**src/rtl/bcd_counter_pkg.sv**
```systemverilog
// Shared types and digit limits for the two-digit BCD counter.
package bcd_counter_pkg;

    typedef logic [3:0] bcd_t;

    localparam bcd_t BCD_MAX = 4'd9;
    localparam bcd_t BCD_MIN = 4'd0;

endpackage

```
**src/rtl/bcd_digit.sv**
```systemverilog
// One BCD decade: clear/load/step with a combinational carry/borrow-out.
module bcd_digit
    import bcd_counter_pkg::*;
(
    input  logic       clk,
    input  logic       rst,
    input  logic       en,
    input  logic       up_dn,
    input  logic       clr,
    input  logic       ld,
    input  logic [3:0] ld_val,
    output logic [3:0] q,
    output logic       co
);

    bcd_t q_d;

    assign co = en && (up_dn ? (q == BCD_MAX) : (q == BCD_MIN));

    always_comb begin
        q_d = q;
        if (clr) begin
            q_d = BCD_MIN;
        end else if (ld) begin
            // Out-of-range load nibbles clamp so the digit never holds a non-BCD value.
            q_d = (ld_val > BCD_MAX) ? BCD_MAX : ld_val;
        end else if (en) begin
            if (up_dn) begin
                q_d = (q == BCD_MAX) ? BCD_MIN : q + 4'd1;
            end else begin
                q_d = (q == BCD_MIN) ? BCD_MAX : q - 4'd1;
            end
        end
    end

    always_ff @(posedge clk or posedge rst) begin
        if (rst) begin
            q <= BCD_MIN;
        end else begin
            q <= q_d;
        end
    end

endmodule

```
**src/rtl/bcd_counter_2.sv**
```systemverilog
// Two-digit BCD up/down counter with prescaler, run/stop toggle and tick/wrap pulses.
// Define BCD_SATURATE_EN to hold at 99/00 and stop instead of wrapping.
module bcd_counter_2
    import bcd_counter_pkg::*;
#(
    parameter int unsigned CLK_DIV = 50_000_000
) (
    input  logic       clk,
    input  logic       rst,
    input  logic       start_stop,
    input  logic       clear,
    input  logic       load,
    input  logic [7:0] load_val,
    input  logic       up_dn,
    output logic [3:0] out1,
    output logic [3:0] out2,
    output logic       running,
    output logic       tick,
    output logic       wrap
);

    localparam int unsigned PW = (CLK_DIV > 1) ? $clog2(CLK_DIV) : 1;
    localparam logic [PW-1:0] PRESC_LAST = PW'(CLK_DIV - 1);

    logic [PW-1:0] presc_q, presc_d;
    logic          running_d, tick_d, wrap_d;
    logic          step, step_en;
    logic          ones_co, tens_co;

    // Step uses the pre-toggle running value, so start_stop never blocks a due step.
    assign step = running && (presc_q == PRESC_LAST) && !clear && !load;

`ifdef BCD_SATURATE_EN
    logic at_limit;
    assign at_limit = up_dn ? (out2 == BCD_MAX && out1 == BCD_MAX)
                            : (out2 == BCD_MIN && out1 == BCD_MIN);
    assign step_en  = step && !at_limit;
    assign wrap_d   = step && at_limit;
`else
    assign step_en  = step;
    assign wrap_d   = tens_co;
`endif

    always_comb begin
        presc_d   = presc_q;
        running_d = running ^ start_stop;
        tick_d    = step;
        if (clear || load || step) begin
            presc_d = '0;
        end else if (running) begin
            presc_d = presc_q + 1'b1;
        end
`ifdef BCD_SATURATE_EN
        if (wrap_d) begin
            running_d = 1'b0;
        end
`endif
    end

    always_ff @(posedge clk or posedge rst) begin
        if (rst) begin
            presc_q <= '0;
            running <= 1'b0;
            tick    <= 1'b0;
            wrap    <= 1'b0;
        end else begin
            presc_q <= presc_d;
            running <= running_d;
            tick    <= tick_d;
            wrap    <= wrap_d;
        end
    end

    bcd_digit u_ones (
        .clk    (clk),
        .rst    (rst),
        .en     (step_en),
        .up_dn  (up_dn),
        .clr    (clear),
        .ld     (load),
        .ld_val (load_val[3:0]),
        .q      (out1),
        .co     (ones_co)
    );

    bcd_digit u_tens (
        .clk    (clk),
        .rst    (rst),
        .en     (ones_co),
        .up_dn  (up_dn),
        .clr    (clear),
        .ld     (load),
        .ld_val (load_val[7:4]),
        .q      (out2),
        .co     (tens_co)
    );

endmodule

```
**config.mk**
```make
export PLATFORM = sky130hd
export DESIGN_NAME = bcd_counter_2
export DESIGN_NICKNAME = d
export VERILOG_FILES = /design/src/rtl/bcd_counter_pkg.sv /design/src/rtl/bcd_digit.sv /design/src/rtl/bcd_counter_2.sv
export SDC_FILE = /design/constraint.sdc
export NUM_CORES = 1
export LEC_CHECK = 0
export CAP_MARGIN = 25
export CORE_ASPECT_RATIO = 1.2
export CORE_MARGIN = 1
export CORE_UTILIZATION = 50
export CTS_CLUSTER_SIZE = 14
export DETAILED_ROUTE_END_ITERATION = 8
export DONT_BUFFER_PORTS = 1
export GPL_ROUTABILITY_DRIVEN = 0
export PLACE_DENSITY = 0.66
export SETUP_SLACK_MARGIN = 0.4
export SKIP_CTS_REPAIR_TIMING = 1
export SLEW_MARGIN = 0
export SYNTH_ARGS = -nofsm -noshare
export SYNTH_HDL_FRONTEND = slang
export SYNTH_HIERARCHICAL = 1
export SYNTH_SLANG_ARGS = --single-unit
```
**constraint.sdc**
```tcl
create_clock -name clk -period 5 [get_ports clk]
set_clock_uncertainty 0.05 [all_clocks]
set_input_delay 1.5 -clock clk [delete_from_list [all_inputs] [get_ports clk]]
set_output_delay 1.5 -clock clk [all_outputs]
set_load 0.02 [all_outputs]
```
* Word-level counts from Yosys, hierarchy flattened *
Cells that the tools add are included.

operators by class
  $add $sub $neg = 5
  order comparisons = 2
  eq/ne operators = 3
  multiplexer cells = 18
  bitwise logic cells = 1
  reductions and logical operators = 14

operators by type and width
  cell                                                                 count
  4-bit two-way mux                                                    14
  26-bit two-way mux                                                   2
  26-bit by 1-bit adder with 26-bit output (second input constant)     1
  26-bit == test (second input constant)                               1
  4-bit by 1-bit adder with 4-bit output (second input constant)       2
  4-bit == test (second input constant)                                2
  4-bit greater-than comparator (second input constant)                2
  4-bit zero test                                                      2
  4-bit by 1-bit subtractor with 4-bit output (second input constant)  2
  3-bit nonzero test                                                   2
  1-bit logical AND                                                    5
  1-bit zero test                                                      2
  1-bit logical OR                                                     2
  1-bit two-way mux                                                    2
  2-bit nonzero test                                                   1
  1-bit XOR                                                            1

word-level totals
  bits in registers = 37
  word-level logic and storage cells = 49

* Logic depth before layout (Yosys ltp) *
  depth in word-level cells = 8
  gate-level depth with buffers = 11

* By module *
The synthesis kept the hierarchy.

modules (own cells, without submodules)
  module         instances  cells an instance  area each (um^2)  seq. area each (um^2)
  bcd_counter_2  1          141                1418.9            725.7
  bcd_digit      2          53                 434.2             100.1

* Worst setup path after synthesis *
Ideal clock, no wire load.

  path kind = input -> register
  start = input load
  end = register u_tens.q[1]
  setup time = 0.139 ns
  arrival = 3.831 ns
  slack = 0.980 ns
  stages = 11
  cell sequence = or2_2 -> clkbuf_1 -> or4_1 -> nor4_2 -> and3_2 -> clkbuf_2 -> and3_1 -> clkbuf_2 -> nand2_1 -> o311ai_1 -> a221oi_2

between the ends
  longest elaborated chain between the ends = 4
  elaborated cells between the ends (all ways) = 6
  those cells by class = mux: 2; reduce/logical: 4

ends and longest elaborated chain
  element                              RTL line             RTL
  start: declaration                   bcd_counter_2.sv:12  input logic load,
  1-bit zero test                      bcd_counter_2.sv:31  assign step = running && (presc_q == PRESC_LAST) && !clear && !load;
  1-bit logical AND                    bcd_counter_2.sv:31
  named net step                       bcd_counter_2.sv:27  logic step, step_en;
  1-bit logical AND                    bcd_digit.sv:18      assign co = en && (up_dn ? (q == BCD_MAX) : (q == BCD_MIN));
  named net ones_co                    bcd_counter_2.sv:28  logic ones_co, tens_co;
  3-bit nonzero test (no source line)  --
  end signal: assignment               bcd_digit.sv:40      q <= q_d;
  end: declaration                     bcd_digit.sv:12      output logic [3:0] q,

The timed path passes the listed nets, and every way through them passes these cells.
A chain may end at the register's enable or synchronous reset.

* Worst setup path after layout *
Ends and elaborated chain as after synthesis.

==> run summary <==
Counting every net in the synthesized netlist gives 262. Cells fill 54.6% of the core in the end. The cell leakage power came out at 0.951 nW. The number of buffers created by CTS came out at 5. Setup repair after global routing left no endpoint under its margin.

The most used flip-flop cell after synthesis is sky130_fd_sc_hd__dfrtp_1. The clock latency at the later pin of the worst-skew pair came out at approximately 0.28 ns. The area taken by flip-flops and latches is 926 um2. Setup slack on the worst reg-to-reg path comes out at 1.81 ns. The setup path with the least slack is of type in2reg. The tree is rooted in a sky130_fd_sc_hd__clkbuf_8. In this run the tightest slew margin relative to its limit is between 40 and 50%. The area added between synthesis and finish came out at 3.28%. The worst-path maximum fanout came out at 17. Once routing completed, OpenROAD measured the worst setup slack at around 1.2 ns. The number of endpoints with negative hold slack in the final report came to 0.

The fmax is 0.263 GHz. Measured in cells, the most critical reg-to-reg path has a length of 8. For hold timing, the worst endpoint is presc_q[15]$_DFFE_PP0P_. For this configuration, the core starts out at a cell density of 52.9%. The CTS sink count came out at 37. The number of fill cells is 403.

The total half-perimeter wirelength after legalization and detailed placement is between 3000 and 4000 um. For this run, design rule violations remaining after detail routing come to 0. The endpoint identified for the worst register-to-register timing path is u_tens/q[1]$_DFFE_PP0P_.

The endpoint arrival time on the critical path came out at 3.91 ns. The min-delay analysis places its worst path in the category reg2reg. Measured along the y axis, the die boundary spans between 70 and 80 um. For the pin with the worst max-slew slack, the measured transition is 0.819 ns.

The maximum VDD drop came out at 122 uV. The worst hold path begins at presc_q[15]$_DFFE_PP0P_. The pre-CTS setup slack came out at approximately 0.90 ns. The via total after detailed routing is 1700.

At the worst endpoint, the required time is slightly above 5 ns. The number of global-route vias before repair is between 1500 and 2000. In the final layout, the multi-input gates occupy 1220 um2. Summed over all layers, the global routing overflow is 0.

The first-pass iteration count of the detailed router is 4. The number of nets still failing antenna checks after routing is 0. Global routing used 21.2% of the available tracks. In the layout the commonest cells are sky130_fd_sc_hd__nor2_1 (38), sky130_fd_sc_hd__dfrtp_1 (37), sky130_fd_sc_hd__xor2_1 (19). The post-synthesis sequential area ratio is roughly 40%.

The run finished with clean final reports. The number of synthesized flops with an enable pin is 0. Cells with a size suffix above 1 make up a little over a tenth of the layout. The post-synthesis average cell area came out at 9.26 um2.

The clock period could shrink to 3.81 ns. After detailed routing, the number of vias per cell comes to 5.78. The worst hold path cell count came out at 2.

The worst setup path is captured at a flop. The pin count of the biggest net entering global routing came out at 22. The post-detailed-route wirelength per cell came out at roughly 15 um. The number of buffers on the longest clock path came out at 2.

In this run the count of I/O pins placed on the die edge is 25. The DRC marker count from the first detailed-route iteration came out at 83. The post-route clock period utilization came out at 76.2%.

The number of antenna violations at the first check in global routing came out at 0. The final setup violation count came out at 0. The total negative slack for setup checks is 0 ns.

After floorplanning, the core was divided into 26 placement rows. In the final design database the tool counted 253 nets. The total of buffers placed on input and output ports came out at 0.

The core box area is roughly 4300 um2. The beginning of the worst register-to-register path is presc_q[16]$_DFFE_PP0P_. The CTS tree is done. Of all flip-flops after synthesis, the portion carrying an async set or reset was 100%. The max-slew violation total from the final report is 0. Synthesis produced a netlist whose cell count is ~250. In this run, distinct cell masters in the synthesized netlist total 51. In this run, synthesis produced a sequential element count of 37. The final wirelength is ~4500 um. Across the run, the number of max-cap violations was 0. The power per cell area came out at 258 nW/um2. The clock slew seen by the registers of the worst setup and hold paths is 0.07 ns. The first-pass GRT wire length came out at 8050 um. The worst setup path is launched from an input port. The most common library cell in the layout ignoring fill and taps is sky130_fd_sc_hd__nor2_1. The total number of yosys warnings came out at 6.

CTS built an H-tree with a depth of 2. The antenna cell count is 0. The die covers 4850 um2. The cell area that synthesis handed to floorplanning was about 2300 um2. The overall die width came out at 63.7 um.
==> synthesized netlist by cell type, types with 3 or more instances <==
library cell               count  share of area [%]
sky130_fd_sc_hd__inv_1         8                1.3
sky130_fd_sc_hd__or2_2         4                1.1
sky130_fd_sc_hd__and2b_1       4                1.3
sky130_fd_sc_hd__and4_2        3                1.3
sky130_fd_sc_hd__nor4_1        5                1.4
sky130_fd_sc_hd__buf_6         4                2.0
sky130_fd_sc_hd__clkbuf_1      5               0.82
sky130_fd_sc_hd__buf_2         4               0.88
sky130_fd_sc_hd__nand3_1      17                3.7
sky130_fd_sc_hd__o21ai_0       6                1.3
sky130_fd_sc_hd__xnor2_1       9                3.4
sky130_fd_sc_hd__and3_1        4                1.1
sky130_fd_sc_hd__xor2_1       19                7.3
sky130_fd_sc_hd__or4_1         3               0.98
sky130_fd_sc_hd__nand2_1      13                2.1
sky130_fd_sc_hd__dfrtp_1      37                 40
sky130_fd_sc_hd__nor2b_1       4                1.1
sky130_fd_sc_hd__nand4_1       6                1.6
sky130_fd_sc_hd__nor2_1       38                6.2
==> power breakdown <==
group / internal, mW / leakage, nW / switching (mW)
clock: 0.109 / 0.0443 / 0.0987
combinational: 0.0309 / 0.399 / 0.0265
sequential: 0.309 / 0.508 / 0.0359
==> worst max-delay path, stage by stage <==
cell and delay (ns):
sky130_fd_sc_hd__or2_2 0.34, sky130_fd_sc_hd__or4_1 0.50, sky130_fd_sc_hd__nor4_2 0.34, sky130_fd_sc_hd__and3_2 0.34, sky130_fd_sc_hd__and3_1 0.35, sky130_fd_sc_hd__nand2_1 0.09, sky130_fd_sc_hd__o311ai_1 0.34, sky130_fd_sc_hd__a221oi_2 0.11
==> logic make-up (layout without fill, tap and decap cells) <==
logic type,Yosys count,in the layout,share of synthesized area [%]
buf+inv,25,16,6.07
simple gates,123,123,30.7
compound gates,32,32,11.0
fa+ha+maj,1,1,0.547
mux,1,1,0.438
xor+xnor,28,28,10.7
flops,37,37,40.5
==> sequential cells by signal, summed over array words and instances (netlist names) <==
register  count
u_tens/q      4
u_ones/q      4
wrap          1
running       1
presc_q      26
tick          1
==> area by class of cell <==
class,instances,share of cell area [%]
Sequential cell,37,39.2
Timing Repair Buffer,1,1.17
Multi-Input combinational cell,185,51.7
Tap cell,56,2.97
Inverter,8,1.27
Clock buffer,7,3.65
==> metrics by stage <==
step	cells	cell area (um2)	power (mW)	hold slack (ns)
floorplan	247	2290	0.404	0.447
detailed placement	287	2280	0.408	0.473
CTS	294	2360	0.615	0.491
global route	294	2360	0.638	0.520
finish	294	2360	0.610	0.483
global placement	286	2250	0.404	0.476
==> metal layers <==
| metal | track usage (%) | vias to the layer above | wire (um) |
|---|---|---|---|
| met3 | 4.04 | 4 | 140 |
| met2 | 34.8 | 27 | 2220 |
| met4 | 8.18 | 0 | 73 |
| met5 | 0 | - | 0 |
| met1 | 27.3 | 817 | 2060 |
| li1 | - | 852 | - |
==> worst max path at each step <==
stage / startpoint / end / slack (ns) / cells past startpoint
after floorplan: load / u_tens/q[1]$_DFFE_PP0P_ / 0.98 / 11
after global placement: load / u_tens/q[1]$_DFFE_PP0P_ / 0.97 / 8
after detailed placement: load / u_tens/q[1]$_DFFE_PP0P_ / 0.90 / 8
after CTS: load / u_tens/q[1]$_DFFE_PP0P_ / 1.19 / 8
after global routing: load / u_tens/q[3]$_DFFE_PP0P_ / 1.00 / 8
final: load / u_tens/q[1]$_DFFE_PP0P_ / 1.19 / 8
(Power assumes the default switching activity.)
